--- src/rtl/rand_arbiter.sv ---
// Round-robin arbiter that serves each grant with a bounded random draw from a shared
// external 8-bit LFSR, using masked rejection sampling with a subtract fallback.
module rand_arbiter #(
    parameter int NREQ      = 4,
    parameter int STEPS     = 8,
    parameter int MAX_TRIES = 4
) (
    input  logic            clk,
    input  logic            reset,
    input  logic [NREQ-1:0] req,
    input  logic [7:0]      range_max,
    input  logic [7:0]      lfsr_out,
    output logic            lfsr_enable,
    output logic            lfsr_reset,
    output logic [NREQ-1:0] gnt,
    output logic            rnd_valid,
    output logic [7:0]      rnd_data
);

    localparam int IW = (NREQ > 1) ? $clog2(NREQ) : 1;

    typedef enum logic [1:0] {Idle, Step, Check, Grant} state_e;

    state_e        state_q, state_d;
    logic [IW-1:0] winner_q, winner_d;
    logic [IW-1:0] last_q, last_d;
    logic [7:0]    rmax_q, rmax_d;
    logic [7:0]    mask_q, mask_d;
    logic [7:0]    data_q, data_d;
    logic [3:0]    cnt_q, cnt_d;
    logic [3:0]    tries_q, tries_d;

    logic [7:0]    smear;
    logic [7:0]    val;
    logic [IW-1:0] cand;
    logic          found;

    // Smearing the top set bit downwards yields the smallest 2^k-1 covering range_max.
    always_comb begin
        smear = range_max | (range_max >> 1);
        smear = smear | (smear >> 2);
        smear = smear | (smear >> 4);
    end

    assign val      = lfsr_out & mask_q;
    assign rnd_data = data_q;

    always_comb begin
        state_d     = state_q;
        winner_d    = winner_q;
        last_d      = last_q;
        rmax_d      = rmax_q;
        mask_d      = mask_q;
        data_d      = data_q;
        cnt_d       = cnt_q;
        tries_d     = tries_q;
        lfsr_enable = 1'b0;
        lfsr_reset  = 1'b0;
        gnt         = '0;
        rnd_valid   = 1'b0;
        found       = 1'b0;
        cand        = '0;

        unique case (state_q)
            Idle: begin
                if (|req) begin
                    for (int i = 0; i < NREQ; i++) begin
                        cand = IW'((int'(last_q) + 1 + i) % NREQ);
                        if (!found && req[cand]) begin
                            found    = 1'b1;
                            winner_d = cand;
                        end
                    end
                    rmax_d  = range_max;
                    mask_d  = smear;
                    cnt_d   = 4'(STEPS);
                    tries_d = '0;
                    state_d = Step;
                end
            end
            Step: begin
                lfsr_enable = 1'b1;
                cnt_d       = cnt_q - 4'd1;
                if (cnt_q == 4'd1) begin
                    state_d = Check;
                end
            end
            Check: begin
                if (lfsr_out == 8'hFF) begin
                    // XNOR LFSR lockup: restart it and take one more step.
                    lfsr_reset = 1'b1;
                    cnt_d      = 4'd1;
                    state_d    = Step;
                end else if (val <= rmax_q) begin
                    data_d  = val;
                    state_d = Grant;
                end else if (tries_q < 4'(MAX_TRIES - 1)) begin
                    tries_d = tries_q + 4'd1;
                    cnt_d   = 4'd1;
                    state_d = Step;
                end else begin
                    data_d  = val - rmax_q - 8'd1;
                    state_d = Grant;
                end
            end
            Grant: begin
                gnt[winner_q] = 1'b1;
                rnd_valid     = 1'b1;
                last_d        = winner_q;
                state_d       = Idle;
            end
            default: state_d = Idle;
        endcase
    end

    always_ff @(posedge clk) begin
        if (reset) begin
            state_q  <= Idle;
            winner_q <= '0;
            last_q   <= IW'(NREQ - 1);
            rmax_q   <= '0;
            mask_q   <= '0;
            data_q   <= '0;
            cnt_q    <= '0;
            tries_q  <= '0;
        end else begin
            state_q  <= state_d;
            winner_q <= winner_d;
            last_q   <= last_d;
            rmax_q   <= rmax_d;
            mask_q   <= mask_d;
            data_q   <= data_d;
            cnt_q    <= cnt_d;
            tries_q  <= tries_d;
        end
    end

endmodule

--- config.mk ---
export PLATFORM = sky130hd
export DESIGN_NAME = rand_arbiter
export DESIGN_NICKNAME = d
export VERILOG_FILES = /design/src/rtl/rand_arbiter.sv
export SDC_FILE = /design/constraint.sdc
export NUM_CORES = 1
export LEC_CHECK = 0
export CORE_MARGIN = 8
export CORE_UTILIZATION = 50
export DETAILED_ROUTE_END_ITERATION = 8
export PLACE_DENSITY = 0.76
export SETUP_SLACK_MARGIN = 0.15
export SYNTH_ARGS = -nofsm -noshare
export SYNTH_HDL_FRONTEND = slang
export SYNTH_SLANG_ARGS = --single-unit
--- constraint.sdc ---
create_clock -name clk -period 6.22 [get_ports clk]
set_clock_uncertainty 0.1 [all_clocks]
set_input_delay 1.555 -clock clk [delete_from_list [all_inputs] [get_ports clk]]
set_output_delay 1.555 -clock clk [all_outputs]
set_load 0.01 [all_outputs]
# Word-level counts from Yosys, hierarchy flattened
# Index checks and enable logic that the tools add are counted.
# totals
reg_bits	38
output_inout_bits	15
word_cells	106
# op_classes
n_eq_ne	13
add_sub_neg	8
muxes	46
n_bitwise	5
n_reduce_logical	18
n_lt_le_gt_ge	8
# op_table
op	n
$mux W4	9
$mux W1	18
$mux W2	9
$mux W8	2
$lt A2 B3 Y1 const B	5
$ne A2 B2 Y1 const B	6
$pmux W4 S3	1
$and A8 B8 Y8	1
$bmux W1 S2	4
$eq A8 B8 Y1 const B	1
$le A8 B8 Y1	1
$or A8 B4 Y8	1
$or A8 B6 Y8	1
$or A8 B7 Y8	1
$pmux W2 S4	1
$pmux W4 S2	1
$sub A8 B1 Y8 const B	1
$sub A8 B8 Y8	1
$add A2 B2 Y2 const B	3
$ne A3 B3 Y1 const B	2
$reduce_and A3 Y1	2
$reduce_and A5 Y1	1
$add A4 B1 Y4 const B	1
$eq A2 B2 Y1 const B	2
other kinds (17)	23

# Longest topological paths before layout
# depth
ltp_word	20
depth_mapped	11

# Worst setup path after synthesis
# No wires, ideal clock.
# synth_path
kind	input to output
from	in lfsr_out[6]
to	out lfsr_reset
stages	2
slack_ns	2.579
required_ns	4.565
arrival_ns	1.986
path_buffers	0
cell_sequence	nand4_1 -> nor3_1
# synth_via
elab_chain_len	3
# synth_lines
item	line_no	source
from (decl)	12	input logic [7:0] lfsr_out,
$eq A8 B8 Y1	89	if (lfsr_out == 8'hFF) begin
$mux W1	89	
$mux W1	64	unique case (state_q)
to (decl)	14	output logic lfsr_reset,
# No other way between the ends.

# Worst setup path after layout
# layout_path
from	in lfsr_out[7]
to	out lfsr_reset
# The elaborated chain is that of the path after synthesis.

==> summary.txt <==
Power and ir drop
  – Logic pwr share: 0.522
  – Pwr Density: 425 mW/mm²
  – VDD IR-drop max: 0.171 mV
  – Clock power share: 0.186
  – Sw Ratio: 0.404
  – P_int: 0.701 mW
  – Leakage: 1.14 nW
  – Share of total power in sequential cells: 0.292
  – Net Sw Power: 0.475 mW
  – Power after layout: 1.18 mW

Drt
  – Post-DRT Antenna Nets: 0
  – Vias/cell: 5.46
  – Routed vias: 2,003
  – First-pass DRT Iterations: 4
  – Per-cell routed wire length: 13.8 µm
  – Initial DRC Count: 130
  – Post-route DRC: 0
  – Total wire length: 5.05 mm

Hold path
  – Hold Path Stages: 2
  – Hold WC Path Type: register to register
  – Hold Path End: mask_q[5]
  – Hold Path Origin: mask_q[5]

Clocking
  – Clk root buf: clkbuf_8
  – Worst-path clk slew: 0.07 ns
  – CTS tree: yes
  – CTS Buffer Depth: 2
  – Number of setup buffers added after CTS: 0
  – # clock sinks: 37
  – Insertion delay to the later sink of the worst-skew pair: 0.29 ns
  – Num CTS Buffers: 5
  – Hold-fix buffers, CTS: 0
  – H-tree depth: 2
  – Resize count post-CTS: 0

STA
  – Slew Viols, Final: 0
  – Post-layout min period: 4.70 ns
  – Slew margin rel.: 0.523
  – RSZ-0062 raised after global routing: no
  – Setup total negative slack: 0 ns
  – Final Hold Viols: 0
  – Fin Hold WS: 0.351 ns
  – Worst slew pin tran: 0.707 ns
  – Endpoints failing setup: 0
  – Final Cycle Share: 0.755
  – Max Fclk: 213 MHz

Finish
  – Final cell count without fillers: 367
  – Fillers: 373
  – Cell area after layout: 0.00277 mm²
  – Antenna fix cells: 0
  – Share of layout cells above drive strength 1: 0.0571
  – P&R area growth vs syn: 22.6%
  – Most frequent cells in the layout: nand2_1 (37), dfxtp_1 (37), clkdlybuf4s50_1 (36)
  – Nets: 352

Synthesis
  – Warnings, synthesis: 0
  – Average size of a mapped cell: 8.09 µm²
  – Synth Flop Type: dfxtp_1
  – Netlist Area Pre-Place: 0.00226 mm²
  – Syn_nets: 317
  – Sequential element share of the synthesized area: 0.328
  – Synth Instances: 279
  – Post-synthesis async set-or-reset flop share: 0
  – Seq cells post-synth: 37
  – Distinct cells, synth: 53
  – Number of flops mapped to enable cells by yosys: 0

Worst setup path
  – CP Max Fanout: 3
  – Arrival time worst endpoint: 3.04 ns
  – R2R Path End: cnt_q[2]
  – R2R cell count: 8
  – Reg-to-reg slack, setup: 3.73 ns
  – Startpoint types: input pin
  – Launch point of the worst reg-to-reg path: mask_q[5]
  – Critical Path RT: 4.57 ns
  – Worst Setup Path Type: input pin to output port
  – Endpoint class of the critical path: output port

Global route
  – Initial antenna violation count: 0
  – GRT overflow: 0
  – Pin count of the biggest net entering global routing: 34
  – Vias in the first global route: 1,859
  – Gr usage total: 0.144
  – First-pass GRT wire length: 8.52 mm

Flow run
  – Max_cap viols: 0

Die
  – Placeable Area: 0.00435 mm²
  – Initial Util: 0.518
  – Boundary Pins: 37
  – Die area: 0.00692 mm²
  – Die width: 83.2 µm
  – Die Ht: 83.2 µm
  – Row count: 24

Place
  – Number of I/O port buffers: 36
  – Hpwl dp: 3.80 mm
  – Placed instance count: 359
  – Post-DP Area: 0.00265 mm²
  – Placer congestion estimate: 0.852

Run status
  – Outcome: finished clean
per-layer routing:
metal | up-vias | GRT usage | share of wire
met5 | - | 0 | 0
li1 | 1062 | - | -
met2 | 34 | 0.227 | 0.45
met4 | 0 | 0.0527 | 0.011
met1 | 903 | 0.184 | 0.49
met3 | 4 | 0.0332 | 0.041
area by class of cell:
cell class	instances	area (µm²)	share of cell area
clock buffer	7	86.3	0.0312
clock inverter	1	30.0	0.0108
inverter	22	82.6	0.0298
multi-input combinational	210	1390	0.501
sequential	37	741	0.268
tap	52	65.1	0.0235
timing repair buffer	38	375	0.136
kinds of logic after synthesis:
kind of cell	synth area share
mux	0.0421
xor+xnor	0.0155
compound gates	0.212
fa+ha+maj	0.0920
simple gates	0.253
buf+inv	0.0571
flops	0.328
worst max path at each step:
stage	start	cells after the start	end	slack [ns]
floorplan	lfsr_out[6]	2	lfsr_reset	2.58
global route	lfsr_out[4]	4	lfsr_reset	1.42
global placement	lfsr_out[4]	4	lfsr_reset	1.49
detailed placement	lfsr_out[7]	4	lfsr_reset	1.48
finish	lfsr_out[7]	4	lfsr_reset	1.52
CTS	lfsr_out[7]	4	lfsr_reset	1.48
metrics by stage:
stage | utilization | setup slack [ns]
2_1_floorplan | - | 2.58
3_3_place_gp | 0.609 | 1.49
3_5_place_dp | 0.609 | 1.48
4_1_cts | 0.636 | 1.48
5_1_grt | 0.636 | 1.42
6_report | 0.636 | 1.52
worst max-delay path, cell delays in order:
cell             delay [ns]
clkdlybuf4s50_1        0.48
nand4_1                0.16
nor3_1                 0.26
clkdlybuf4s50_1        0.58
power by group through the flow:
| stage | combinational, mW | sequential (mW) | clock (mW) |
|---|---|---|---|
| CTS | 0.610 | 0.344 | 0.223 |
| finish | 0.614 | 0.343 | 0.219 |
| detailed placement | 0.605 | 0.349 | 0 |
| global route | 0.678 | 0.353 | 0.233 |
| global placement | 0.598 | 0.347 | 0 |
| floorplan | 0.465 | 0.344 | 0 |
cell usage after synthesis, types with 3 or more instances:
library cell	instances	area (µm²)
nor3_1	12	60.1
nor2_1	22	82.6
a211oi_1	6	45.0
nand3_1	3	15.0
o211ai_1	4	30.0
clkbuf_1	8	30.0
o21a_1	3	22.5
a21oi_1	20	100
and2_1	8	50.1
or3_1	3	18.8
nand4_1	6	37.5
o21ai_0	10	50.1
ha_1	15	188
inv_1	21	78.8
mux2i_1	8	80.1
nand2b_1	3	18.8
nor2b_1	6	37.5
nor4_1	3	18.8
dfxtp_1	37	741
nand2_1	37	139
xnor2_1	4	35.0
sequential cells by signal, summed over array words and instances, names as in the netlist:
register / flops
winner_q: 2
cnt_q: 4
last_q: 2
rnd_data: 8
state_q: 2
tries_q: 4
mask_q: 7
rmax_q: 8
Power figures use the tool's default switching activity.
